===== src/rtl/switch_debounce_hex_display.sv =====
// switch_debounce_hex_display: synchronised, debounced switches with edge counters and hex digits (option DEBOUNCE_ACTIVITY_EN)
module switch_debounce_hex_display #(
  parameter int CHANNELS = 6,
  parameter int DEBOUNCE_CYCLES = 500000
) (
  input  logic                  clock,
  input  logic                  reset,
  input  logic [CHANNELS-1:0]   SW,
  input  logic                  MODE,
  input  logic                  CLR,
  output logic [CHANNELS-1:0]   LEDR,
  output logic [8*CHANNELS-1:0] HEX,
  output logic [CHANNELS-1:0]   STABLE
);
  localparam int W = $clog2(DEBOUNCE_CYCLES);
  localparam logic [W-1:0] LAST = W'(DEBOUNCE_CYCLES - 1);
  logic [CHANNELS-1:0] s1, s2, stable;
  function automatic logic [6:0] seg(input logic [3:0] v);
    case (v)
      4'h0: seg = 7'h40;
      4'h1: seg = 7'h79;
      4'h2: seg = 7'h24;
      4'h3: seg = 7'h30;
      4'h4: seg = 7'h19;
      4'h5: seg = 7'h12;
      4'h6: seg = 7'h02;
      4'h7: seg = 7'h78;
      4'h8: seg = 7'h00;
      4'h9: seg = 7'h10;
      4'hA: seg = 7'h08;
      4'hB: seg = 7'h03;
      4'hC: seg = 7'h46;
      4'hD: seg = 7'h21;
      4'hE: seg = 7'h06;
      default: seg = 7'h0E;
    endcase
  endfunction
  // two-flop synchroniser for the raw switch levels
  always_ff @(posedge clock)
    if (reset) begin
      s1 <= '0;
      s2 <= '0;
    end else begin
      s1 <= SW;
      s2 <= s1;
    end
  for (genvar i = 0; i < CHANNELS; i++) begin : g_ch
    logic [W-1:0] cnt;
    logic st, acc, dp;
    logic [3:0] ec;
    logic [7:0] hx;
    assign acc = (s2[i] != st) && (cnt == LAST);
`ifdef DEBOUNCE_ACTIVITY_EN
    assign dp = ~|cnt;
`else
    assign dp = 1'b1;
`endif
    // debounce, rising-edge count and registered digit for one channel
    always_ff @(posedge clock)
      if (reset) begin
        cnt <= '0;
        st  <= 1'b0;
        ec  <= 4'd0;
        hx  <= 8'hC0;
      end else begin
        cnt <= (s2[i] == st || acc) ? '0 : cnt + W'(1);
        st  <= acc ? s2[i] : st;
        ec  <= CLR ? 4'd0 : (acc && s2[i]) ? ec + 4'd1 : ec;
        hx  <= {dp, seg(MODE ? ec : {3'b0, st})};
      end
    assign stable[i] = st;
    assign HEX[8*i +: 8] = hx;
  end
  assign LEDR = stable;
  assign STABLE = stable;
endmodule


===== config.mk =====
export PLATFORM = sky130hd
export DESIGN_NAME = switch_debounce_hex_display
export DESIGN_NICKNAME = d
export VERILOG_FILES = /design/src/rtl/switch_debounce_hex_display.sv
export SDC_FILE = /design/constraint.sdc
export NUM_CORES = 1
export LEC_CHECK = 0
export CAP_MARGIN = 10
export CORE_ASPECT_RATIO = 0.9
export CORE_MARGIN = 3
export CORE_UTILIZATION = 55
export CTS_CLUSTER_SIZE = 24
export DETAILED_ROUTE_END_ITERATION = 7
export GPL_TIMING_DRIVEN = 0
export MAX_ROUTING_LAYER = met4
export PLACE_DENSITY = 0.78
export REMOVE_ABC_BUFFERS = 1
export SKIP_LAST_GASP = 1
export SLEW_MARGIN = 40
export SYNTH_ARGS = -nofsm -noshare
export SYNTH_HDL_FRONTEND = slang
export SYNTH_SLANG_ARGS = --single-unit
export TNS_END_PERCENT = 10

===== constraint.sdc =====
create_clock -name clock -period 2.9 [get_ports clock]
set_input_delay 0.58 -clock clock [delete_from_list [all_inputs] [get_ports clock]]
set_output_delay 0.58 -clock clock [all_outputs]
set_load 0.02 [all_outputs]

Yosys cells after proc, flatten, opt, wreduce, memory -nomap -nowiden --
Memory sizes are Yosys's and may differ from the RTL's. A register that Yosys moved wholly into a read port is not among the register bits. Index checks and enable logic that the tools add are counted.
Word-level totals: bits in registers 162, bits in read-only memories 672, input port bits 10, word-level logic and storage cells 93, memories kept 6
Memories:
- (name not given) | words 16, bits a word 7, rd ports 1, clocked after Yosys merged registers in 1, write ports 0, RTL line 19 | case (v)
- (name not given) | words 16, bits a word 7, rd ports 1, clocked after Yosys merged registers in 1, write ports 0, RTL line 19
- (name not given) | words 16, bits a word 7, rd ports 1, clocked after Yosys merged registers in 1, write ports 0, RTL line 19
- (name not given) | words 16, bits a word 7, rd ports 1, clocked after Yosys merged registers in 1, write ports 0, RTL line 19
- (name not given) | words 16, bits a word 7, rd ports 1, clocked after Yosys merged registers in 1, write ports 0, RTL line 19
- (name not given) | words 16, bits a word 7, rd ports 1, clocked after Yosys merged registers in 1, write ports 0, RTL line 19
Cells by class: add/sub/neg operators 12, equal/unequal tests 18, mux-type cells 6, reduce and logical (&&, ||, !) cells 25
Operators by type and width (count):
- 19-bit by 1-bit adder with 19-bit output, second input constant | 6
- 19-bit equality test, second input constant | 6
- 4-bit by 1-bit adder with 4-bit output, second input constant | 6
- 4-bit 2-to-1 mux | 6
- 2-bit OR reduction | 7
- 1-bit logical AND | 12
- 1-bit equality test | 6
- 1-bit logical OR | 6
- 1-bit != test | 6

Depth between registers and ports, before layout --
Gate-level depths: netlist of run 1.
depth in word-level cells 4, mapped depth 10, depth with buffers taken out 7

Worst setup path before layout of run 1 --
Ideal clock, no wire load.
path kind input-to-reg, from input port MODE, to register g_ch[4].hx[4], arrival 2.269 ns, required time 2.772 ns, path slack 0.503 ns, stages 8, path buffers 3, cell sequence buf_1 > clkbuf_1 > clkbuf_1 > nand2_1 > ha_1 > nor3b_1 > a221oi_1 > nor2_1
On the way: cells in the longest elaborated chain, start to end 1
Ends and longest elaborated chain:
- start: declaration | RTL line 9 | input logic MODE,
- 4-bit 2-to-1 mux | RTL line 69 | hx <= {dp, seg(MODE ? ec : {3'b0, st})};
- end: declaration | RTL line 51 | logic [7:0] hx;
No other way between the ends. A chain may end at the register's enable or synchronous reset.

Final worst setup path of run 1 --
from register g_ch[0].cnt[12], to register g_ch[0].cnt[2]
On the way: cells in the longest elaborated chain, start to end 4
Ends and longest elaborated chain:
- start: declaration | RTL line 48 | logic [W-1:0] cnt;
- start signal: assignment | RTL line 66 | cnt <= (s2[i] == st || acc) ? '0 : cnt + W'(1);
- 19-bit equality test | RTL line 52 | assign acc = (s2[i] != st) && (cnt == LAST);
- 1-bit logical AND | RTL line 52
- 1-bit logical OR | RTL line 66
- 2-bit OR reduction (no source line)
No other way between the ends.

==> metrics.txt, run 1 <==
outcome complete, no violations; clk root buf clkbuf_16; cell chain of the critical path or4b_1 > or4_1 > o21ai_2 > nor2_1; worst slew pin tran between 0.7 and 0.8 ns; internal power a little under 4 mW; DRC Markers 0; final setup fails 0; delay-heaviest family, CP simple AND/OR/NAND/NOR gates; Crit. End Element flip-flop; final core occ 64.0%; placer congestion estimate 0.848; # fillers ~1.5k; Post-synth EDFFs 0; Final min period roughly 2.5 ns; Starting Density a little under three fifths; port bufs 63; Max FO, Critical Path 19; Rel. slew slack a little under half; hold_buf cts 0; Psw roughly 1.2 mW; Pwr Total 5.07 mW; Synth Warn # 0; synthesized area approximately 10000 um2; Die H 133 um; die width roughly 150 um; DR pass1 iterations 5; num rows 45; top_reg_cell synth dfxtp_1; Gate power share 2.0%; io pins 70; GR Util All Layers between 20% and 30%; WHS Path Cells 1; Synth Instances 1,169; leading area contributor after synthesis dfxtp_1; latest clock arrival within the worst-skew pair between 0.4 and 0.5 ns; Layout Nets 1,246; crit share post-route between 80 and 90%; dpl hpwl approximately 14,000 um; CP Buf/Inv Count 0; endpoints failing hold 0; P&R area growth vs syn 12.1%; Worst EP arrival approximately 2.8 ns; Post-Route WL around 20,000 um; Final ANT Viol Nets 0; largest net degree at the start of global routing slightly below 60; Post-CTS Resized 0; Flop pwr share around 54%; CP Class flip-flop to flip-flop; clock tree buffer depth 2; H-tree depth 4; startpoint types flip-flop; Core Area between 15,000 and 20,000 um2; Slowest-stage cell, CP or4_1; Final Max Slew Viols 0; fraction of registers with async set/reset 0%; Highest Clock Rate slightly below 400 MHz; CTS Buf Count 17; Overflow after GRT 0; Worst-path clk slew roughly 0.08 ns; top cell type's share of synthesized area about two fifths; post-DR vias/cell ~5.7; Avg Cell Area, Syn 8.42 um2; slowest stage delay, CP between 0.6 and 0.7 ns; Pleak 3.49 nW; # clock sinks a little under 200; register area share after synthesis 40.3%; number of global-route vias before repair approximately 7.4k; Max Cap Viol 0; die area roughly 20,000 um2; pwr dens roughly 460 nW/um2; skew final 0.00967 ns; Yosys reg bits between 150 and 200; most area-consuming cells after synthesis dfxtp_1 40%, ha_1 6.1%, nor2_1 5.6%, a21oi_1 4.6%, xnor2_1 3.8%; post-DR wirelength/cell 13.9 um; DR iter-0 viols 600; via count 8,250; global-route wire length before repair roughly 34,000 um; Post-CTS Setup Bufs 0; Max IR drop VDD approximately 470 uV; r2r worst-path depth 4; n_diodes 0; unrepaired setup endpoints after global routing false; data required time at the worst endpoint between 3 and 4 ns; Clk pwr share 44.1%; initial antenna violation count 0; sw frac 23.0%; TritonCTS clock tree done; Hold Crit Class flip-flop to flip-flop; share of cells above drive strength 1 between 4 and 5%; Netlist cell types 57; WP depth 4
[synthesized netlist by cell type (6+ instances only)]
master	count
nor3_1	15
o21bai_1	6
or3_1	23
and3_1	12
nor2_1	147
clkbuf_1	42
nor4_1	20
buf_4	18
mux2i_1	9
nand4_1	42
nand2_1	67
nand3_1	53
nand2b_1	15
ha_1	48
a21oi_1	90
dfxtp_1	198
and4_1	10
xor2_1	33
a31oi_1	13
o21ai_0	41
inv_1	42
and2_1	6
nor2b_1	22
o31ai_1	32
xnor2_1	43
or4_1	37
[placed cells by master, fill, tap and decap left out, drive strengths merged, types with 13 or more instances in the layout]
cell	n
or4	37
nand2	67
nor4	20
or3	24
dfxtp	198
nor3	15
nand4	42
nand2b	15
inv	49
xnor2	43
xor2	33
nor2b	22
nor2	147
o21ai	47
a21oi	90
clkbuf	18
nand3	53
o31ai	32
ha	48
clkdlybuf4s50	61
a31oi	13
[sequential cells by signal (all words and copies together) (netlist names)]
register	count
g_ch.cnt	114
g_ch.ec	24
g_ch.hx	42
g_ch.st	6
s1	6
s2	6
[path summary, 6_finish.rpt]
path                                    from  slack [ns]                   endpoint
hold reg to reg             s1[1]$_SDFF_PP0_        0.44           s2[1]$_SDFF_PP0_
setup reg to reg  g_ch[0].cnt[12]$_SDFF_PP0_        0.36  g_ch[0].cnt[2]$_SDFF_PP0_
hold / removal              s1[1]$_SDFF_PP0_        0.44           s2[1]$_SDFF_PP0_
setup / recovery  g_ch[0].cnt[12]$_SDFF_PP0_        0.36  g_ch[0].cnt[2]$_SDFF_PP0_
[final cells by class]
class                   count  area (um2)  area share, %
well taps                 235         294           2.66
repair buffers             64         646           5.85
flip-flops and latches    198        3960           35.9
multi-input cells         864        5420           49.1
clock inverters            14         115           1.04
clock buffers              18         439           3.98
inverters                  43         161           1.46
[per-stage QoR]
step	TNS, ns	setup slack, ns	instances	instance area [um2]	hold slack, ns
after global routing	0	0.196	1436	11000	0.453
after CTS	0	0.361	1436	11000	0.437
after global placement	-119.50	-1.50	1403	10500	0.422
after detailed placement	0	0.118	1404	10500	0.420
final	0	0.361	1436	11000	0.437
after floorplan	0	0.634	1105	9530	0.414
[power by group through the flow]
stage / registers [mW] / clock network, mW / logic [mW]
final: 2.73 / 2.23 / 0.0997
after global routing: 2.73 / 2.39 / 0.110
after global placement: 2.80 / 0 / 0.0964
after detailed placement: 2.80 / 0 / 0.0992
after CTS: 2.73 / 2.28 / 0.0998
after floorplan: 2.79 / 0 / 0.0464
[kinds of logic after synthesis]
group | after synthesis | share of synthesized area, %
other cells | 1 | 0.0381
fa+ha+maj | 48 | 6.10
mux | 12 | 1.26
simple gates | 494 | 26.4
xor+xnor | 76 | 6.76
flops | 198 | 40.3
buf+inv | 112 | 5.02
compound gates | 228 | 14.2
[per-layer routing]
layer	track usage (%)	vias to the layer above	routed length, um
met2	32.3	202	8930
met1	28.3	3803	9840
li1	-	4220	-
met4	5.54	0	222
met3	5.00	25	1030
met5	-	-	0
(Power assumes the default switching activity.)
==> inputs of run 2 (changes only) <==
CTS_CLUSTER_DIAMETER = 120   (was not set)
TNS_END_PERCENT = not set   (was 10)
==> results of run 2 <==
The final DEF is identical to that of run 1; final timing and power are the same.
